===== src/rtl/mat_stream_io_pkg.sv =====
`default_nettype none
// ============================================================================
// Module      : mat_pkg
// Description : Shared types and constants for the 3x3 matrix calculator
//               slice. Holds the element/bus geometry, the stream FSM state
//               encoding and the slot(i,j) index helper used by every block
//               that packs or unpacks a flat matrix bus.
// Revision    : 1.0 - initial release
// ============================================================================
package mat_pkg;

  // Matrix geometry: N elements of ELEM_W bits, packed exactly into MAT_W.
  localparam int ELEM_W    = 16;
  localparam int DIM       = 3;
  localparam int N         = DIM * DIM;
  localparam int MAT_W     = N * ELEM_W;

  // Counter widths: input index spans both operands, output index one matrix.
  localparam int IN_CNT_W  = $clog2(2 * N);
  localparam int OUT_CNT_W = $clog2(N);

  typedef enum logic [1:0] {
    LOAD  = 2'd0,
    GO    = 2'd1,
    WAIT  = 2'd2,
    DRAIN = 2'd3
  } state_t;

  // Flat slot number of element (i,j); slot s lives at bus[s*ELEM_W +: ELEM_W].
  function automatic int slot(input int i, input int j);
    return i * DIM + j;
  endfunction

endpackage
`default_nettype wire


===== src/rtl/mat_stream_io_if.sv =====
`default_nettype none
// ============================================================================
// Module      : mat_stream_io_if
// Description : Bundle of the host element streams and the Calculator bus
//               around mat_stream_io.
//   in_valid/in_data/in_ready    : host operand stream (A then B, row-major)
//   A/B/calc_go                  : packed operands and start pulse
//   done/Result                  : Calculator completion and product
//   out_valid/out_data/out_ready : result stream back to the host
//   busy/err                     : status
//   modport slave  : the mat_stream_io side
//   modport master : the host + Calculator side
// Revision    : 1.0 - initial release
// ============================================================================
interface mat_stream_io_if;
  import mat_pkg::*;

  logic              in_valid;
  logic [ELEM_W-1:0] in_data;
  logic              in_ready;
  logic [MAT_W-1:0]  A;
  logic [MAT_W-1:0]  B;
  logic              calc_go;
  logic              done;
  logic [MAT_W-1:0]  Result;
  logic              out_valid;
  logic [ELEM_W-1:0] out_data;
  logic              out_ready;
  logic              busy;
  logic              err;

  modport slave (
    input  in_valid, in_data, done, Result, out_ready,
    output in_ready, A, B, calc_go, out_valid, out_data, busy, err
  );

  modport master (
    output in_valid, in_data, done, Result, out_ready,
    input  in_ready, A, B, calc_go, out_valid, out_data, busy, err
  );

endinterface
`default_nettype wire


===== src/rtl/mat_stream_io_slot_mux.sv =====
`default_nettype none
// ============================================================================
// Module      : mat_slot_mux
// Description : N-way read mux selecting one ELEM_W slot of a flat matrix bus.
//   mat  : in  N*ELEM_W  packed matrix
//   idx  : in  IDX_W     slot index (out-of-range indices read as zero)
//   elem : out ELEM_W    selected element
// Revision    : 1.0 - initial release
// ============================================================================
module mat_slot_mux #(
  parameter int ELEM_W = mat_pkg::ELEM_W,
  parameter int N      = mat_pkg::N,
  parameter int IDX_W  = $clog2(N)
) (
  input  wire logic [N*ELEM_W-1:0] mat,
  input  wire logic [IDX_W-1:0]    idx,
  output logic      [ELEM_W-1:0]   elem
);

  logic [ELEM_W-1:0] w_slots [N];

  for (genvar g = 0; g < N; g++) begin : g_slots
    assign w_slots[g] = mat[g*ELEM_W +: ELEM_W];
  end

  always_comb begin
    elem = '0;
    for (int k = 0; k < N; k++) begin
      if (idx == IDX_W'(k)) elem = w_slots[k];
    end
  end

endmodule
`default_nettype wire


===== src/rtl/mat_stream_io.sv =====
`default_nettype none
// ============================================================================
// Module      : mat_stream_io
// Description : Streaming front/back end for the 3x3 matrix Calculator.
//               Packs 2N host elements into A/B, pulses calc_go, waits for
//               done (bounded by TIMEOUT), captures Result and streams its N
//               elements back out in row-major order.
//   Clock : in  rising-edge clock
//   reset : in  asynchronous active-high reset
//   bus   : mat_stream_io_if.slave (host streams, Calculator bus, status)
// Revision    : 1.0 - initial release
// ============================================================================
module mat_stream_io
  import mat_pkg::*;
#(
  parameter int TIMEOUT = 255
) (
  input wire logic       Clock,
  input wire logic       reset,
  mat_stream_io_if.slave bus
);

  localparam int WAIT_W = $clog2(TIMEOUT + 1);

  state_t                r_state;
  state_t                w_next;
  logic [IN_CNT_W-1:0]   r_in_cnt;
  logic [OUT_CNT_W-1:0]  r_out_cnt;
  logic [WAIT_W-1:0]     r_wait_cnt;
  logic [MAT_W-1:0]      r_a;
  logic [MAT_W-1:0]      r_b;
  logic [MAT_W-1:0]      r_result;
  logic                  r_err;
  logic                  w_in_ready;
  logic                  w_calc_go;
  logic                  w_out_valid;
  logic                  w_busy;
  logic [ELEM_W-1:0]     w_out_data;
  logic                  w_last_in;
  logic                  w_last_out;
  logic                  w_timeout;

  assign w_last_in  = (r_in_cnt == IN_CNT_W'(2*N - 1));
  assign w_last_out = (r_out_cnt == OUT_CNT_W'(N - 1));
  // The edge that would bring the counter to TIMEOUT is the abort edge.
  assign w_timeout  = (r_wait_cnt == WAIT_W'(TIMEOUT - 1));

  // --------------------------------------------------------------------------
  // State register
  // --------------------------------------------------------------------------
  always_ff @(posedge Clock or posedge reset) begin
    if (reset) r_state <= LOAD;
    else       r_state <= w_next;
  end

  // --------------------------------------------------------------------------
  // Next state and handshake outputs. Ready/valid depend on state only, so
  // there is no combinational path from in_valid or out_ready.
  // --------------------------------------------------------------------------
  always_comb begin
    w_next      = r_state;
    w_in_ready  = 1'b0;
    w_calc_go   = 1'b0;
    w_out_valid = 1'b0;
    w_busy      = 1'b1;
    case (r_state)
      LOAD: begin
        w_in_ready = !reset;
        w_busy     = 1'b0;
        if (bus.in_valid && w_last_in) w_next = GO;
      end
      GO: begin
        w_calc_go = 1'b1;
        w_next    = WAIT;
      end
      WAIT: begin
        if (bus.done)      w_next = DRAIN;
        else if (w_timeout) w_next = LOAD;
      end
      DRAIN: begin
        w_out_valid = 1'b1;
        if (bus.out_ready && w_last_out) w_next = LOAD;
      end
      default: w_next = LOAD;
    endcase
  end

  // --------------------------------------------------------------------------
  // Datapath: operand packing, wait counter, result capture, drain index.
  // Transfers are qualified by state, which is exactly when ready/valid is up.
  // --------------------------------------------------------------------------
  always_ff @(posedge Clock or posedge reset) begin
    if (reset) begin
      r_in_cnt   <= '0;
      r_out_cnt  <= '0;
      r_wait_cnt <= '0;
      r_a        <= '0;
      r_b        <= '0;
      r_result   <= '0;
      r_err      <= 1'b0;
    end else begin
      case (r_state)
        LOAD: begin
          if (bus.in_valid) begin
            for (int k = 0; k < N; k++) begin
              if (r_in_cnt == IN_CNT_W'(k))     r_a[k*ELEM_W +: ELEM_W] <= bus.in_data;
              if (r_in_cnt == IN_CNT_W'(k + N)) r_b[k*ELEM_W +: ELEM_W] <= bus.in_data;
            end
            r_in_cnt <= w_last_in ? '0 : r_in_cnt + 1'b1;
          end
        end
        GO: r_wait_cnt <= '0;
        WAIT: begin
          if (bus.done) begin
            r_result <= bus.Result;
          end else if (w_timeout) begin
            // Abandoned job: drop the operands so a stale pair is never reused.
            r_err <= 1'b1;
            r_a   <= '0;
            r_b   <= '0;
          end else begin
            r_wait_cnt <= r_wait_cnt + 1'b1;
          end
        end
        DRAIN: begin
          if (bus.out_ready) r_out_cnt <= w_last_out ? '0 : r_out_cnt + 1'b1;
        end
        default: ;
      endcase
    end
  end

  mat_slot_mux #(
    .ELEM_W (ELEM_W),
    .N      (N),
    .IDX_W  (OUT_CNT_W)
  ) u_slot_mux (
    .mat  (r_result),
    .idx  (r_out_cnt),
    .elem (w_out_data)
  );

  assign bus.in_ready  = w_in_ready;
  assign bus.A         = r_a;
  assign bus.B         = r_b;
  assign bus.calc_go   = w_calc_go;
  assign bus.out_valid = w_out_valid;
  assign bus.out_data  = w_out_data;
  assign bus.busy      = w_busy;
  assign bus.err       = r_err;

endmodule
`default_nettype wire


===== src/flat_wrapper.sv =====
// flat-port wrapper written by rule: the top's interface ports become plain ports
module mat_stream_io_flat import mat_pkg::*;
#(
  parameter int TIMEOUT = 255
)
  (Clock, reset, bus_in_valid, bus_in_data, bus_done, bus_Result, bus_out_ready, bus_in_ready, bus_A, bus_B, bus_calc_go, bus_out_valid, bus_out_data, bus_busy, bus_err);
  mat_stream_io_if bus_i ();
  input wire logic Clock;
  input wire logic reset;
  input wire logic [$bits(bus_i.in_valid)-1:0] bus_in_valid;
  input wire logic [$bits(bus_i.in_data)-1:0] bus_in_data;
  input wire logic [$bits(bus_i.done)-1:0] bus_done;
  input wire logic [$bits(bus_i.Result)-1:0] bus_Result;
  input wire logic [$bits(bus_i.out_ready)-1:0] bus_out_ready;
  output wire logic [$bits(bus_i.in_ready)-1:0] bus_in_ready;
  output wire logic [$bits(bus_i.A)-1:0] bus_A;
  output wire logic [$bits(bus_i.B)-1:0] bus_B;
  output wire logic [$bits(bus_i.calc_go)-1:0] bus_calc_go;
  output wire logic [$bits(bus_i.out_valid)-1:0] bus_out_valid;
  output wire logic [$bits(bus_i.out_data)-1:0] bus_out_data;
  output wire logic [$bits(bus_i.busy)-1:0] bus_busy;
  output wire logic [$bits(bus_i.err)-1:0] bus_err;
  assign bus_i.in_valid = bus_in_valid;
  assign bus_i.in_data = bus_in_data;
  assign bus_i.done = bus_done;
  assign bus_i.Result = bus_Result;
  assign bus_i.out_ready = bus_out_ready;
  assign bus_in_ready = bus_i.in_ready;
  assign bus_A = bus_i.A;
  assign bus_B = bus_i.B;
  assign bus_calc_go = bus_i.calc_go;
  assign bus_out_valid = bus_i.out_valid;
  assign bus_out_data = bus_i.out_data;
  assign bus_busy = bus_i.busy;
  assign bus_err = bus_i.err;
  mat_stream_io #(.TIMEOUT(TIMEOUT)) u_core (.Clock(Clock), .reset(reset), .bus(bus_i));
endmodule

===== config.mk =====
export PLATFORM = sky130hd
export DESIGN_NAME = mat_stream_io_flat
export DESIGN_NICKNAME = d
export VERILOG_FILES = /design/src/rtl/mat_stream_io_pkg.sv /design/src/rtl/mat_stream_io_if.sv /design/src/rtl/mat_stream_io_slot_mux.sv /design/src/rtl/mat_stream_io.sv /design/src/flat_wrapper.sv
export SDC_FILE = /design/constraint.sdc
export NUM_CORES = 1
export LEC_CHECK = 0
export CAP_MARGIN = 20
export CORE_ASPECT_RATIO = 1.25
export CORE_MARGIN = 2
export CORE_UTILIZATION = 50
export DETAILED_ROUTE_END_ITERATION = 8
export GPL_TIMING_DRIVEN = 0
export PLACE_DENSITY = 0.81
export REMOVE_ABC_BUFFERS = 1
export SLEW_MARGIN = 30
export SYNTH_ARGS = -nofsm -noshare
export SYNTH_HDL_FRONTEND = slang
export SYNTH_SLANG_ARGS = --single-unit
export TNS_END_PERCENT = 30

===== constraint.sdc =====
create_clock -name Clock -period 25.9 [get_ports Clock]
set_input_delay 5.18 -clock Clock [delete_from_list [all_inputs] [get_ports Clock]]
set_output_delay 5.18 -clock Clock [all_outputs]
set_load 0.03 [all_outputs]

==> flow_metrics.py, run 1 <==
metrics = {
    "place": {
        "port_buffers": 473,
        "hpwlAfterDp_um": 37700,
        "place_congestion": 0.805,
    },
    "timing": {
        "hold_viol": 0,
        "fin_crit_sh": 0.455,
        "report.final.slew_viol_count": 0,
        "relSlewSlack": 0.291,
        "rsz0062_at_grt": "no",
        "worst_pin_slew_ns": 1.06,
        "fin_crit_ns": 11.78,
        "skew_ns": 0.0116,
        "tns_ns": 0,
        "setup_viol": 0,
        "max_freq_ghz": 0.0849,
        "finalHoldWorstSlack_ns": 0.480,
    },
    "drt": {
        "drc_errors": 0,
        "routed_via_density": 5.62,
        "routedWlPerCell_um": 23.6,
        "drtAntennaViolNets": 0,
        "drt_iter0_markers": 738,
        "routed_wl_um": 54200,
        "firstDrtPassIters": 7,
        "vias": 12900,
    },
    "yosys": {
        "yosysUniqueCellTypes": 50,
        "synth_area_um2": 19100,
        "synth_warnings": 0,
        "synth_ff_type": "dfrtp_1",
        "synth_edf_count": 0,
        "synth_area_per_cell_um2": 14.4,
        "syn_inst": 1333,
        "synthArstFlopShare": 1.00,
        "seq_area_frac_synth": 0.591,
        "ys_ff_latch": 452,
    },
    "clock_network": {
        "path_clk_slew_ns": 0.06,
        "post_cts_buffers": 0,
        "htree_levels": 2,
        "clock_sinks": 452,
        "clock_path_buffers": 3,
        "cts_buffers": 45,
        "cts_resized": 0,
        "cts-root-buf": "clkbuf_16",
        "clk_latency_ns": 0.55,
        "cts.hold.buffers_added": 0,
        "cts_tree": "built",
    },
    "final_layout": {
        "antenna_cells": 0,
        "finish.utilization": 0.680,
        "layout.nets": 1945,
        "layout-drive-gt1-share": 0.311,
        "fillers": 2677,
        "area_growth_pct": 34.8,
    },
    "setup_path": {
        "timing.rr.end": "u_core.bus.A[42]$_DFFE_PP0P_",
        "cp.required_ns": 20.72,
        "cp-end-kind": "output port",
        "r2r_cells": 6,
        "rr_startpoint": "u_core.r_wait_cnt[0]$_DFFE_PP0P_",
        "crit_type": "in -> out",
        "cp_max_fo": 2,
        "cp-start-kind": "input port",
        "arrival_ns": 6.60,
        "reg2reg_slack_ns": 22.90,
    },
    "grt": {
        "overflow": 0,
        "grtUsageMet1": 0.321,
        "grt_pass1_vias": 13500,
        "top_usage_layer": "met2",
        "grt_max_degree": 92,
        "grt_pass1_wl_um": 82300,
        "antenna_found_initial": 0,
        "gr-usage-met3": 0.0654,
        "grt_usage": 0.271,
        "grt_util_met2": 0.469,
    },
    "floorplanning": {
        "start_util": 0.504,
        "rows": 80,
        "die-area_um2": 39900,
        "design.core.area_um2": 37900,
        "die_h_um": 223,
        "io-pin-count": 474,
        "die_w_um": 179,
    },
    "power": {
        "ir_drop_uv": 74.9,
        "p_leak_nw": 11.2,
        "powerDensity_nw_per_um2": 144,
    },
    "min_path": {
        "hold_end": "u_core.bus.err$_DFFE_PP0P_",
        "worst_hold_path_type": "reg -> reg",
        "hp-start": "u_core.bus.err$_DFFE_PP0P_",
        "whs_path_depth": 1,
    },
    "outcome": {
        "status": "finished, final reports clean",
    },
    "flow_run": {
        "cap_viol_max_count": 0,
    },
}
[per-stage QoR]
step | area, um2 | power, mW | setup WS [ns] | instances
6_report | 25800 | 3.70 | 14.12 | 2294
5_1_grt | 25800 | 3.87 | 14.13 | 2294
4_1_cts | 25800 | 3.72 | 14.14 | 2293
3_5_place_dp | 24200 | 3.03 | 14.14 | 2213
3_3_place_gp | 23900 | 2.99 | 3.14 | 2192
2_1_floorplan | 18500 | 2.28 | 8.12 | 1227
[layer usage]
layer | part of all wire | up-vias
li1 | - | 5651
met5 | 0 | -
met1 | 0.37 | 6620
met3 | 0.081 | 123
met2 | 0.51 | 495
met4 | 0.041 | 0
[sequential cells by signal (all words and copies together), names as in the netlist]
signal / count
u_core.r_wait_cnt: 8
u_core.bus.B: 144
u_core.r_in_cnt: 5
u_core.r_state: 2
u_core.r_result: 144
u_core.r_out_cnt: 4
u_core.bus.A: 144
u_core.bus.err: 1
[where the power goes]
part | internal [mW] | leakage (nW) | switching, mW
Clock | 0.401 | 0.756 | 0.273
Sequential | 1.02 | 5.62 | 0.201
Combinational | 0.808 | 4.80 | 0.998
Total | 2.23 | 11.2 | 1.47
[layout make-up]
class | instances | area [um2] | area share
flip-flops and latches | 452 | 11300 | 0.439
repair buffers | 495 | 5060 | 0.196
multi-input cells | 767 | 7240 | 0.281
clock inverters | 19 | 233 | 0.00902
clock buffers | 61 | 1300 | 0.0504
inverters | 8 | 37.5 | 0.00146
well taps | 492 | 616 | 0.0239
[cells in the final DEF, fill, tap and decap left out, types with 19 or more instances in the layout]
cell / count
a21oi_1: 48
mux2_4: 40
dfrtp_1: 452
clkbuf_16: 47
mux2_2: 386
nand2b_1: 19
nand2_1: 43
a31oi_1: 23
clkdlybuf4s50_1: 473
o21ai_0: 41
[Yosys cell counts (all sizes together) (2+ instances only)]
cell	number	share of area
dfrtp	452	0.59
mux2	434	0.26
clkbuf	62	0.013
a21oi	51	0.014
buf	44	0.018
nand2	43	0.0084
o21ai	41	0.011
a31oi	24	0.0086
nor2	23	0.0087
nand2b	19	0.0062
and2	18	0.0059
a211oi	16	0.0063
a222oi	16	0.0084
o221ai	16	0.0073
ha	11	0.0072
nor2b	10	0.0033
inv	8	0.0016
and3	6	0.0020
nand3	6	0.0016
or2	6	0.0020
and3b	3	0.0014
nand4	3	0.00098
mux2i	2	0.0010
nor3	2	0.00078
nor3b	2	0.0020
o211ai	2	0.00078
or3	2	0.00065
xor2	2	0.00092
[cell families (layout without fill, tap and decap cells)]
logic type	Yosys count	in the layout	synth area share
AOI/OAI and AO/OA	170	170	0.0573
xor gates and xnor gates	3	3	0.00137
adders and majority gates	11	11	0.00719
buffers and inverters	114	583	0.0333
DFF	452	452	0.591
muxes	436	436	0.264
and+or+nand+nor	147	147	0.0456
[worst max-delay path, stage by stage]
cell	delay, ns
clkdlybuf4s50_1	0.52
nor2_1	0.19
clkdlybuf4s50_1	0.71
[worst max-delay path by stage]
stage                     start                               end  slack [ns]
after floorplan           reset       u_core.bus.A[0]$_DFFE_PP0P_        8.12
after global placement    reset  u_core.r_result[111]$_DFFE_PP0P_        3.14
after detailed placement  reset                      bus_in_ready       14.14
final                     reset                      bus_in_ready       14.12
after CTS                 reset                      bus_in_ready       14.14
after global routing      reset                      bus_in_ready       14.13
No activity file was read; power rests on OpenSTA's default activity.
==> run 2, diff against run 1 <==
==> constraint.sdc (replaced) <==
create_clock -name Clock -period 11.9 [get_ports Clock]
set_input_delay 2.38 -clock Clock [delete_from_list [all_inputs] [get_ports Clock]]
set_output_delay 2.38 -clock Clock [all_outputs]
set_load 0.03 [all_outputs]
==> results of run 2 <==
Same layout as run 1 (identical final DEF). Status: finished, final reports clean.
Main changes from that run: setup slack after placement 14.14 ns -> 5.74 ns; setup slack after layout 14.12 ns -> 5.49 ns; start point of the critical path reset -> u_core.r_out_cnt[0]$_DFFE_PP0P_; end point of the critical path bus_in_ready -> bus_out_data[13]; register-to-register setup slack 22.90 ns -> 8.90 ns; total power 3.70 mW -> 8.06 mW; worst IR drop on VDD 74.9 uV -> 163 uV
